### config.mk
export PLATFORM = sky130hd
export DESIGN_NAME = serial_add_ctrl_flat
export DESIGN_NICKNAME = d
export VERILOG_FILES = /design/src/rtl/serial_add_ctrl_pkg.sv /design/src/rtl/serial_add_ctrl_if.sv /design/src/rtl/serial_add_ctrl_full_adder.sv /design/src/rtl/serial_add_ctrl.sv /design/src/flat_wrapper.sv
export SDC_FILE = /design/constraint.sdc
export NUM_CORES = 1
export LEC_CHECK = 0
export CAP_MARGIN = 20
export CORE_UTILIZATION = 23
export CTS_BUF_LIST = sky130_fd_sc_hd__clkbuf_16
export CTS_CLUSTER_SIZE = 30
export DETAILED_ROUTE_END_ITERATION = 10
export PLACE_DENSITY_LB_ADDON = 0.3
export SYNTH_ARGS = -nofsm -noshare
export SYNTH_HDL_FRONTEND = slang
export SYNTH_HIERARCHICAL = 1
export SYNTH_SLANG_ARGS = --single-unit
### constraint.sdc
create_clock -name clk -period 1.5 [get_ports clk]
set_input_delay 0.3 -clock clk [delete_from_list [all_inputs] [get_ports clk]]
set_output_delay 0.3 -clock clk [all_outputs]
set_load 0.05 [all_outputs]
### src/rtl/serial_add_ctrl_pkg.sv
// serial_add_pkg: shared FSM state type and default operand width
package serial_add_pkg;
  localparam int DEF_WIDTH = 8;
  typedef enum logic [1:0] {IDLE, RUN, DONE} state_t;
endpackage

### src/rtl/serial_add_ctrl_if.sv
// serial_add_ctrl_if: start/operand request and registered result bundle
interface serial_add_ctrl_if import serial_add_pkg::*; #(parameter int WIDTH = DEF_WIDTH);
  logic start, cin, sub, busy, done, cout, ovf;
  logic [WIDTH-1:0] op_a, op_b, sum;
  modport master(output start, op_a, op_b, cin, sub, input busy, done, sum, cout, ovf);
  modport slave(input start, op_a, op_b, cin, sub, output busy, done, sum, cout, ovf);
endinterface

### src/rtl/serial_add_ctrl_full_adder.sv
// FullAdder: one-bit full adder
module FullAdder (
  input  logic a,
  input  logic b,
  input  logic c,
  output logic sum,
  output logic carry
);
  assign sum = a ^ b ^ c;
  assign carry = (a & b) | (c & (a ^ b));
endmodule

### src/rtl/serial_add_ctrl.sv
// serial_add_ctrl: bit-serial add/subtract, one result bit per clock
module serial_add_ctrl import serial_add_pkg::*; #(parameter int WIDTH = DEF_WIDTH) (
  input logic clk,
  input logic rst,
  serial_add_ctrl_if.slave bus
);
  localparam int CW = $clog2(WIDTH);
  state_t state, nxt;
  logic [WIDTH-1:0] a_sr, b_sr, res;
  logic [CW-1:0] cnt;
  logic carry, fa_s, fa_c, last;
  assign last = cnt == CW'(WIDTH - 1);
  assign bus.busy = state != IDLE;
  assign bus.done = state == DONE;
  FullAdder fa (.a(a_sr[0]), .b(b_sr[0]), .c(carry), .sum(fa_s), .carry(fa_c));
  // state register
  always_ff @(posedge clk or posedge rst)
    if (rst) state <= IDLE;
    else state <= nxt;
  // next state: accept only from IDLE, finish after the last bit, DONE lasts one cycle
  always_comb begin
    nxt = state;
    nxt = state == IDLE ? (bus.start ? RUN : IDLE) : state == RUN ? (last ? DONE : RUN) : IDLE;
  end
  // datapath: subtract is A + ~B + 1, so invert B and force the carry-in on load
  always_ff @(posedge clk or posedge rst)
    if (rst) begin
      a_sr <= '0;
      b_sr <= '0;
      res <= '0;
      carry <= 1'b0;
      cnt <= '0;
      bus.sum <= '0;
      bus.cout <= 1'b0;
      bus.ovf <= 1'b0;
    end else if (state == IDLE && bus.start) begin
      a_sr <= bus.op_a;
      b_sr <= bus.sub ? ~bus.op_b : bus.op_b;
      carry <= bus.cin | bus.sub;
      cnt <= '0;
    end else if (state == RUN) begin
      res <= {fa_s, res[WIDTH-1:1]};
      a_sr <= a_sr >> 1;
      b_sr <= b_sr >> 1;
      carry <= fa_c;
      cnt <= last ? '0 : cnt + CW'(1);
      if (last) begin
        bus.sum <= {fa_s, res[WIDTH-1:1]};
        bus.cout <= fa_c;
        bus.ovf <= carry ^ fa_c;
      end
    end
endmodule
### src/flat_wrapper.sv
// flat-port wrapper written by rule: the top's interface ports become plain ports
module serial_add_ctrl_flat import serial_add_pkg::*;
#(parameter int WIDTH = DEF_WIDTH)
  (clk, rst, bus_start, bus_op_a, bus_op_b, bus_cin, bus_sub, bus_busy, bus_done, bus_sum, bus_cout, bus_ovf);
  serial_add_ctrl_if #(.WIDTH(WIDTH)) bus_i ();
  input logic clk;
  input logic rst;
  input wire logic [$bits(bus_i.start)-1:0] bus_start;
  input wire logic [$bits(bus_i.op_a)-1:0] bus_op_a;
  input wire logic [$bits(bus_i.op_b)-1:0] bus_op_b;
  input wire logic [$bits(bus_i.cin)-1:0] bus_cin;
  input wire logic [$bits(bus_i.sub)-1:0] bus_sub;
  output wire logic [$bits(bus_i.busy)-1:0] bus_busy;
  output wire logic [$bits(bus_i.done)-1:0] bus_done;
  output wire logic [$bits(bus_i.sum)-1:0] bus_sum;
  output wire logic [$bits(bus_i.cout)-1:0] bus_cout;
  output wire logic [$bits(bus_i.ovf)-1:0] bus_ovf;
  assign bus_i.start = bus_start;
  assign bus_i.op_a = bus_op_a;
  assign bus_i.op_b = bus_op_b;
  assign bus_i.cin = bus_cin;
  assign bus_i.sub = bus_sub;
  assign bus_busy = bus_i.busy;
  assign bus_done = bus_i.done;
  assign bus_sum = bus_i.sum;
  assign bus_cout = bus_i.cout;
  assign bus_ovf = bus_i.ovf;
  serial_add_ctrl #(.WIDTH(WIDTH)) u_core (.clk(clk), .rst(rst), .bus(bus_i));
endmodule
## After elaboration in Yosys (flattened, before gate mapping)

Index checks and enable logic that the tools add are counted.

- Flip-flop bits (word level): 40
- Input bits: 21
- Output and inout port bits: 12
- Logic and storage cells: 42

- Add/subtract/negate cells: 1
- Eq/ne operators: 3
- Mux-type cells: 14
- Bitwise logic cells: 9
- Reductions and logical operators: 6

Operators with widths:

| kind | count |
|---|---|
| 8-bit 2-to-1 mux | 5 |
| 3-bit 2-to-1 mux | 3 |
| 8-bit NOT | 1 |
| 2-bit 2-to-1 mux | 3 |
| 2-bit nonzero test | 2 |
| 3-bit by 1-bit adder with 3-bit output, second input constant | 1 |
| 3-bit equality test, second input constant | 1 |
| 1-bit 2-to-1 mux | 3 |
| 3-bit AND reduction | 1 |
| 1-bit bitwise XOR | 3 |
| 1-bit bitwise AND | 2 |
| 2-bit by 1-bit equality test with 1-bit output, second input constant | 1 |
| 2-bit equality test, second input constant | 1 |
| 2-bit zero test | 1 |
| 1-bit bitwise OR | 2 |
| 2-bit AND reduction | 1 |
| 1-bit logical AND | 1 |
| 1-bit NOT | 1 |

## Depth between registers and ports, before layout

- Depth in word-level cells: 5
- Depth in mapped cells: 6
- Gate-level depth less buffers: 5

## By module

Netlist, hierarchy kept.

By module, submodules not included:

| module | instances | cells each | area each (sq um) | sequential area each (sq um) |
|---|---|---|---|---|
| serial_add_ctrl | 1 | 173 | 1756.7 | 975.9 |
| FullAdder | 1 | 1 | 20.0 | 0.0 |

## Least setup slack after synthesis

Ideal clock, no wire load.

- Path kind: register to output
- Start: register u_core.state[1]
- End: output bus_done
- Arrival: 1.385 ns
- Required time: 1.200 ns
- Slack: -0.185 ns
- Stages on the path, launching flop included: 4
- Buffers on the path: 1
- Cell sequence: dfrtp_1 -> clkbuf_1 -> inv_1 -> nor2_1

- Cells in the longest elaborated chain, start to end: 1

Ends and longest elaborated chain:

| what | line | source |
|---|---|---|
| start: declaration | serial_add_ctrl.sv:8 | `state_t state, nxt;` |
| start signal: assignment | serial_add_ctrl.sv:19 | `else state <= nxt;` |
| 2-bit equality test | serial_add_ctrl.sv:14 | `assign bus.done = state == DONE;` |
| end: declaration | flat_wrapper.sv:14 | `output wire logic [$bits(bus_i.done)-1:0] bus_done;` |

No other way between the ends.

## Worst setup path in the final report

- Start: register u_core.cnt[1]
- End: register u_core.bus.sum[0]

- Cells in the longest elaborated chain, start to end: 2

Ends and longest elaborated chain:

| what | line | source |
|---|---|---|
| start: declaration | serial_add_ctrl.sv:10 | `logic [CW-1:0] cnt;` |
| start signal: assignment | serial_add_ctrl.sv:46 | `cnt <= last ? '0 : cnt + CW'(1);` |
| 3-bit equality test | serial_add_ctrl.sv:12 | `assign last = cnt == CW'(WIDTH - 1);` |
| 3-bit AND reduction (no source line) | - |  |
| end signal: assignment | serial_add_ctrl.sv:48 | `bus.sum <= {fa_s, res[WIDTH-1:1]};` |
| end: declaration | serial_add_ctrl_if.sv:6 | `modport slave(input start, op_a, op_b, cin, sub, output busy, done, sum, cout, ovf);` |

No other way between the ends.
A chain may end at the register's enable or synchronous reset.

==> results.yml <==
setup_path:
  path_class: "flip-flop to flip-flop"
  reg2reg_to: "u_core/bus.sum[0]"
  critPathLaunchType: "flip-flop"
  path_max_fanout: 6
  reg2reg_depth: 5
  cp.required_ns: 1.66
  reg2reg_setup_slack_ns: 0.05
  crit_path_end_kind: "flip-flop"
  r2r-start: "u_core/cnt[1]"
  critPathArrivalTime_ns: 1.62
floorplan:
  die_h_um: 89.89
  ios: 33
  dieArea_um2: 8080
  initial_core_util: 0.2411
  row_count: 31
  die_w_um: 89.89
  coreArea_um2: 7370
job:
  maxCapViolations: 0
grt:
  grt_pass1_wl_mm: 6.651
  grt_usage: 0.1021
  antenna_found_initial: 0
  grt_overflow: 0
  grt_pass1_vias: 1369
  grt_max_degree: 40
yosys:
  ys_ff_latch: 39
  ys_seq_area_frac: 0.5493
  yosysMostFrequentCell: "nand2_1"
  ys.warnings.count: 6
  yosysTopAreaCell: "dfrtp_1"
  synth-async-reset-ratio: 1.000
  ys_types: 29
  netlist.area_leader.share: 0.5493
  syn_area_um2: 1777
  synth_area_leaders: "dfrtp_1, nand2_1, mux2_2, a22oi_1, xor2_1"
  synth_common_cells: "nand2_1, dfrtp_1, o21ai_0"
  synthCells: 174
  synth_edf_count: 0
  syn_area_per_cell_um2: 10.21
  ys_dominant_reg_cell: "dfrtp_1"
  synth_nets: 198
final_layout:
  antenna_cells: 0
  area_delta_synth_final_pct: 49.44
  nNetsFinal: 246
  multi_input_area_um2: 757.0
  design_area_um2: 2655
  post-route-util: 0.3603
  nFillCells: 764
  instances_no_fill: 322
  ff_latch_area_um2: 978.4
  post_route_cells_drive_above_1_share: 0.2601
power_and_ir_drop:
  peakVddDrop_mv: 0.5862
  power_density_nw_per_um2: 2110
  switchingPower_mw: 2.114
  p_total_mw: 5.602
  clkPwrFrac: 0.177
  internal_power_mw: 3.489
  power_leakage_nw: 1.229
  comb_power_share: 0.481
  p_seq_frac: 0.342
  switching_share: 0.3773
clock_tree:
  root_buffer: "clkbuf_16"
  cts.sinks: 39
  cts_made_buffers: 5
  clk_latency_ns: 0.28
  clk_path_buf_depth: 2
  cts_tree: "yes"
  clk_pin_slew_ns: 0.06
  h-tree-depth: 2
drt:
  post_drt_wl_per_cell_um: 11.95
  route.detailed.drc: 0
  drt_wl_total_mm: 3.847
  drt_iter0_markers: 49
  ant_nets: 0
  drt-pass1-iter-count: 4
  vias_per_cell: 4.202
  vias: 1353
timing:
  slew_violations: 0
  worst_hold_slack_ns: 0.3825
  rsz0062_at_grt: "yes"
  setup_viol: 0
  worst_pin_slew_ns: 0.3020
  layout_min_cycle_time_ns: 1.455
  finalHoldViolCount: 0
  max_slew_margin: 0.7978
  min_period_over_period: 0.9698
  max_freq_mhz: 687.4
  fin_skew_ns: 0.006487
place:
  io_buffer_count: 32
  place_area_um2: 2421
  dp.cells: 310
  place_congestion: 0.7053
  dp_hpwl_mm: 2.556
status:
  status: "finished clean"
min_path:
  hold_class: "input port to asynchronous set/reset pin"
-- logic make-up after synthesis --
| family | count (synthesis) | synth area share |
|---|---|---|
| flip-flops | 39 | 0.5493 |
| adder cells (fa/ha/maj) | 3 | 0.02535 |
| buffers and inverters | 17 | 0.05282 |
| XOR/XNOR | 9 | 0.04437 |
| multiplexers | 9 | 0.05704 |
| AO/OA/AOI/OAI | 31 | 0.1141 |
| AND/OR/NAND/NOR | 66 | 0.1570 |
-- placed cells by master, fill, tap and decap left out, types with 2 or more instances in the layout --
cell,synthesis,routed
inv_1,5,5
nor2_1,7,6
buf_12,0,14
clkbuf_16,0,5
dfrtp_1,39,37
mux2_4,0,6
nand2_1,48,47
a31oi_1,5,5
a22oi_1,9,9
xnor2_1,3,3
nand3_1,4,4
mux2_2,9,3
xor2_1,6,6
buf_4,0,16
clkdlybuf4s50_1,0,19
dfrtp_2,0,2
o21ai_0,10,10
buf_6,3,3
-- state kept, by name (all words and copies together), names as in the netlist --
name and cells:
u_core/res 7, u_core/bus.ovf 1, u_core/bus.cout 1, u_core/cnt 3
u_core/a_sr 8, u_core/state 2, u_core/carry 1, u_core/bus.sum 8
u_core/b_sr 8
-- worst max-delay path, stage by stage, from the launching register on --
cell and delay, ns:
dfrtp_1 0.38, ha_2 0.20, ha_4 0.15, nand3b_1 0.13, buf_6 0.15, mux2_2 0.32
-- final cells by class --
type,count,share of cell area
Sequential cell,39,0.3685
Multi-Input combinational cell,118,0.2851
Timing Repair Buffer,53,0.2399
Clock buffer,5,0.04713
Tap cell,99,0.04665
Inverter,5,0.008011
Clock inverter,3,0.004713
-- repair_timing --
action / in CTS / in global routing
hold buffers: 0 / 0
setup buffers: 3 / 1
resized for setup: 7 / 14
pin swaps: 0 / 1
setup endpoints to repair: 11 / 22
-- layer usage --
metal  global-route usage  up-vias  share of wire
li1                     -      678              -
met5                    0        -              0
met2               0.1583       24           0.47
met3              0.03215        4          0.041
met4              0.02823        0         0.0091
met1               0.1373      647           0.48
-- power groups by stage --
stage / combinational, mW / sequential, mW / clock (mW)
floorplan: 1.17 / 2.19 / 0
global placement: 2.53 / 1.92 / 0
detailed placement: 2.57 / 1.93 / 0
CTS: 2.62 / 1.91 / 1.02
global route: 2.96 / 1.98 / 1.07
finish: 2.70 / 1.92 / 0.989
-- per-stage QoR --
stage | worst slack [ns] | setup TNS (ns)
floorplan | 0.008319 | 0
detailed placement | -0.2132 | -2.592
global placement | -0.2208 | -2.208
finish | 0.04527 | 0
global route | -0.03337 | -0.1790
CTS | 0.01091 | 0
-- worst max-delay path by stage --
stage          slack [ns]  depth (start not counted)             from           endpoint
2_1_floorplan       0.008                          5    u_core/cnt[0]    u_core/bus.cout
3_3_place_gp        -0.22                          4          bus_sub       u_core/carry
3_5_place_dp        -0.21                          4          bus_sub       u_core/carry
4_1_cts              0.01                          4  u_core/state[1]           bus_busy
5_1_grt             -0.03                          5    u_core/cnt[0]  u_core/bus.sum[0]
6_report             0.05                          5    u_core/cnt[1]  u_core/bus.sum[0]
No activity file was read; power rests on OpenSTA's default activity.
